[config.mk]
export PLATFORM = sky130hd
export DESIGN_NAME = uart_tx_arbiter
export DESIGN_NICKNAME = d
export VERILOG_FILES = /design/src/rtl/uart_tx_arbiter.sv
export SDC_FILE = /design/constraint.sdc
export NUM_CORES = 1
export LEC_CHECK = 0
export CORE_ASPECT_RATIO = 1.1
export CORE_MARGIN = 2
export CORE_UTILIZATION = 30
export CTS_CLUSTER_DIAMETER = 100
export DETAILED_ROUTE_END_ITERATION = 10
export RECOVER_POWER = 100
export SYNTH_ARGS = -nofsm -noshare
export SYNTH_HDL_FRONTEND = slang
export SYNTH_SLANG_ARGS = --single-unit
[constraint.sdc]
create_clock -name clock -period 4.4 [get_ports clock]
set_input_delay 0.88 -clock clock [delete_from_list [all_inputs] [get_ports clock]]
set_output_delay 0.88 -clock clock [all_outputs]
set_load 0.02 [all_outputs]
[src/rtl/uart_tx_arbiter.sv]
// Round-robin arbiter sharing one uartTx byte transmitter between NUM_REQ requesters.
// Optional message lock (grant held until req_last) is enabled with `define UART_ARB_LOCK_EN.
module uart_tx_arbiter #(
  parameter int NUM_REQ       = 2,
  parameter int ISSUE_TIMEOUT = 1023,
  parameter int MIN_GAP       = 4
) (
  input  logic                 clock,
  input  logic                 reset,
  input  logic [NUM_REQ-1:0]   i_req_valid,
  input  logic [8*NUM_REQ-1:0] i_req_data,
  input  logic [NUM_REQ-1:0]   i_req_last,
  output logic [NUM_REQ-1:0]   o_req_ready,
  output logic [NUM_REQ-1:0]   o_grant,
  output logic [7:0]           o_tx_data,
  output logic                 o_tx_we,
  input  logic                 i_tx_busy,
  output logic                 o_arb_busy,
  output logic                 o_timeout_err,
  input  logic                 i_err_clear
);

  localparam int IW = (NUM_REQ > 1) ? $clog2(NUM_REQ) : 1;
  localparam int TW = $clog2(ISSUE_TIMEOUT + 1);
  localparam int GW = (MIN_GAP > 0) ? $clog2(MIN_GAP + 1) : 1;

  typedef enum logic [2:0] {S_IDLE, S_ARB, S_ISSUE, S_WAIT, S_RELEASE} state_t;

  state_t             r_state;
  logic               r_busy_m, r_busy_s;
  logic [IW-1:0]      r_rr, r_owner, w_pick;
  logic               w_found, w_hold, r_locked;
  logic [TW-1:0]      r_to;
  logic [GW-1:0]      r_gap;
  logic [NUM_REQ-1:0] r_grant, w_ready;
  logic [7:0]         r_tx_data;
  logic               r_tx_we, r_err;

  function automatic logic [IW-1:0] rot(input logic [IW-1:0] base, input int k);
    return IW'((int'(base) + k) % NUM_REQ);
  endfunction

  // Descending scan so the smallest offset from the rr pointer wins.
  always_comb begin
    w_found = 1'b0;
    w_pick  = r_rr;
    if (r_locked) begin
      w_found = i_req_valid[r_owner];
      w_pick  = r_owner;
    end else begin
      for (int k = NUM_REQ - 1; k >= 0; k--) begin
        if (i_req_valid[rot(r_rr, k)]) begin
          w_found = 1'b1;
          w_pick  = rot(r_rr, k);
        end
      end
    end
    w_ready = '0;
    if (r_state == S_ARB && w_found) w_ready[w_pick] = 1'b1;
  end

`ifdef UART_ARB_LOCK_EN
  assign w_hold = ~i_req_last[w_pick];
`else
  logic w_unused_last;
  assign w_unused_last = ^i_req_last;
  assign w_hold        = 1'b0;
`endif

  always_ff @(posedge clock or negedge reset) begin
    if (!reset) begin
      r_state   <= S_IDLE;
      r_busy_m  <= 1'b0;
      r_busy_s  <= 1'b0;
      r_rr      <= '0;
      r_owner   <= '0;
      r_locked  <= 1'b0;
      r_to      <= '0;
      r_gap     <= GW'(MIN_GAP);
      r_grant   <= '0;
      r_tx_data <= 8'h00;
      r_tx_we   <= 1'b0;
      r_err     <= 1'b0;
    end else begin
      r_busy_m <= i_tx_busy;
      r_busy_s <= r_busy_m;
      if (i_err_clear) r_err <= 1'b0;
      case (r_state)
        S_IDLE:
          if (|i_req_valid && r_gap == GW'(MIN_GAP) && !r_busy_s) r_state <= S_ARB;
        S_ARB:
          if (w_found) begin
            r_tx_data <= i_req_data[8*w_pick +: 8];
            r_grant   <= w_ready;
            r_owner   <= w_pick;
            r_locked  <= w_hold;
            r_tx_we   <= 1'b1;
            r_to      <= '0;
            r_state   <= S_ISSUE;
          end else begin
            // A locked owner that withdrew keeps its grant and waits in RELEASE.
            r_state <= r_locked ? S_RELEASE : S_IDLE;
          end
        S_ISSUE:
          if (r_busy_s) begin
            r_tx_we <= 1'b0;
            r_state <= S_WAIT;
          end else if (r_to == TW'(ISSUE_TIMEOUT - 1)) begin
            r_tx_we  <= 1'b0;
            r_err    <= 1'b1;
            r_locked <= 1'b0;
            r_grant  <= '0;
            r_rr     <= rot(r_owner, 1);
            r_state  <= S_IDLE;
          end else begin
            r_to <= r_to + 1'b1;
          end
        S_WAIT:
          if (!r_busy_s) begin
            r_gap   <= '0;
            r_state <= S_RELEASE;
          end
        S_RELEASE:
          if (r_gap != GW'(MIN_GAP)) begin
            r_gap <= r_gap + 1'b1;
          end else if (!r_locked) begin
            r_grant <= '0;
            r_rr    <= rot(r_owner, 1);
            r_state <= S_IDLE;
          end else if (i_req_valid[r_owner]) begin
            r_state <= S_ARB;
          end
        default: r_state <= S_IDLE;
      endcase
    end
  end

  assign o_req_ready   = w_ready;
  assign o_grant       = r_grant;
  assign o_tx_data     = r_tx_data;
  assign o_tx_we       = r_tx_we;
  assign o_arb_busy    = (r_state != S_IDLE);
  assign o_timeout_err = r_err;

endmodule

==> impl_metrics.toml <==
[status]
status = "finished with violations"
violations = "max-capacitance violations, max-slew violations"

[clock_network]
root_buffer = "clkbuf_8"
clkTransAtPathRegs_ps = 60
cts_buffers = 5
clockBufferDepth = 2
post_cts_buffers = 0
hold_buffers = 0
htree_levels = 2
clkSinkCount = 32
cts_resized = 0
clk_latency_ps = 290
cts_tree = "built"

[route]
avgViaCountPerCell = 5.19
vias = 1433
wirelength_um = 3830
first_pass_iters = 4
drt.antenna.violating_nets = 0
drt_iter0_drc = 70
drcViolationCount = 0
wire_per_inst_um = 13.9

[critical_path]
crit_fanout = 11
regToRegStartpoint = "r_to[0]"
path_class = "in2out"
reg2reg_to = "r_to[1]"
endpoint = "o_req_ready[0]"
cp_cell_sequence = "dlygate4sd3_1 -> nand2_1 -> and3_1 -> dlygate4sd3_1"
critPathLaunch = "i_req_valid[1]"
crit_top_cell = "dlygate4sd3_1"
cp-end-kind = "output pin"
rr_worst_depth = 6
worstPathRequired_ps = 3520
slowest_stage = "dlygate4sd3_1"
max_stage_delay_ps = 740
cp.arrival_ps = 2660
ff2ff_setup_slack_ps = 2140
cp-start-kind = "input port"

[sta]
max_freq_mhz = 283
finalSetupTns_ps = 0
setup_ws_ps = 862
slew_headroom = -0.149
fin_skew_ps = 10.4
hold_ws_ps = 349
period_minus_slack_ps = 3540
hold_violations = 0
worst_pin_slew_ps = 1720
slew_viol_final = 33
setup_viol = 0
rsz0062_at_grt = "false"
fin_crit_sh = 0.804

[grt]
overflow = 0
grt_max_degree = 33
grt_pass1_vias = 1416
track_usage = 0.135
antenna_found_initial = 0
grt_pass1_wl_um = 6580

[synth]
synthTopCellsByArea = "dfrtp_1 46%, a222oi_1 5.3%, inv_1 4.4%, ha_1 2.9%, buf_6 2.7%"
synth.distinct_cells = 45
synth.avg_cell_area_um2 = 10.2
syn_inst = 167
synth_most_common_cell = "dfrtp_1"
syn_area_um2 = 1700
dominantRegCellSynth = "dfrtp_1"
ys_seq_area_frac = 0.473
synth_top_area_cell = "dfrtp_1"
syn_nets = 195
synth-edff-count = 0
synthArstFlopShare = 1.00
ys_ff_latch = 32
yosys-top-cells-count = "31 x dfrtp_1, 20 x inv_1, 11 x nand2_1, 9 x a222oi_1"
synth.top_cell.area_share = 0.457
ys_warn_count = 0

[finish]
drive_above_1_share = 0.0846
fin_cells = 276
regArea_um2 = 802
fin_area_um2 = 2170
fin_nets = 229
multi_input_area_um2 = 734
fillers = 546
area_growth_pct = 28.1
antenna_cells = 0

[placement]
placed_area_um2 = 2090
detailedPlace.worstSlack_ps = 1020
gp_congestion = 0.775
dp.cells = 269
place_hpwl_um = 2750
place.port_buffers = 36

[min_path]
min_path_type = "reg2reg"

[power_and_ir_drop]
leakage_uw = 0.000978
ir_worst_vdd_mv = 0.276
power.density_nw_per_um2 = 584

[die]
ios = 39
start_util = 0.312
rows = 28
die_area_um2 = 6270
die_width_um = 75.7
die_y_um = 82.9
core_area_um2 = 5430

[job]
drv_cap = 1
layout make-up:
| class | count | share of cell area |
|---|---|---|
| clock buffer | 7 | 0.0443 |
| inverter | 21 | 0.0363 |
| multi-input combinational | 103 | 0.338 |
| sequential | 32 | 0.369 |
| tap | 75 | 0.0432 |
| timing repair buffer | 38 | 0.169 |
per-stage QoR:
| stage | total power [uW] | util |
|---|---|---|
| after global placement | 1050 | 0.385 |
| after CTS | 1310 | 0.403 |
| after detailed placement | 1060 | 0.385 |
| final | 1270 | 0.400 |
| after global routing | 1360 | 0.400 |
| after floorplan | 857 | - |
critical path: cells and delay by family:
| family | cells | cell delay [ps] |
|---|---|---|
| buf+inv | 2 | 1320 |
| simple gates | 2 | 460 |
state kept, by name (all words and copies together), names as in the netlist:
signal and cells:
r_busy_m 1, o_tx_we 1, r_to 10, r_gap 3, o_timeout_err 1, r_busy_s 1
r_owner 1, o_tx_data 8, r_state 3, o_grant 2, r_rr 1
worst min path at each step:
| stage | start | end | slack (ps) | cells past startpoint |
|---|---|---|---|---|
| 2_1_floorplan | r_busy_m | r_busy_s | 330 | 0 |
| 3_5_place_dp | r_busy_m | r_busy_s | 340 | 0 |
| 3_3_place_gp | r_busy_m | r_busy_s | 330 | 0 |
| 6_report | r_busy_m | r_busy_s | 350 | 0 |
| 5_1_grt | r_busy_m | r_busy_s | 380 | 0 |
| 4_1_cts | r_busy_m | r_busy_s | 350 | 0 |
power breakdown:
part / total (uW) / switching (uW) / internal, uW
Clock: 248 / 109 / 139
Combinational: 539 / 293 / 247
Sequential: 481 / 88.0 / 393
Total: 1270 / 489 / 779
cell usage in the layout (no fill, tap or decap), types with 2 or more instances in the layout:
cell type,count
clkdlybuf4s50_1,18
nor3b_1,4
or3_1,2
dfrtp_1,31
ha_1,4
a222oi_1,9
a21oi_1,6
nor2b_1,2
clkbuf_8,7
and3_1,4
a21o_1,2
inv_1,20
a31oi_1,3
clkbuf_1,2
a221oi_1,2
nor2_1,6
and2_1,2
o21bai_1,3
nand4_1,2
and4_1,2
nand3_1,6
mux2_2,2
o2bb2ai_1,2
dlygate4sd3_1,18
nand2_1,11
a41oi_1,2
mux2i_1,4
o21ai_0,6
a211oi_1,4
per-layer routing:
layer | global-route usage | part of all wire
met1 | 0.176 | 0.46
met5 | 0 | 0
met4 | 0.0383 | 0.0047
met2 | 0.207 | 0.47
met3 | 0.0498 | 0.059
logic make-up after synthesis:
group / share of synthesized area
adder cells (fa/ha/maj): 0.0295
flip-flops: 0.473
AND/OR/NAND/NOR: 0.156
buffers and inverters: 0.0914
AO/OA/AOI/OAI: 0.213
multiplexers: 0.0369
No activity file was read; power rests on OpenSTA's default activity.
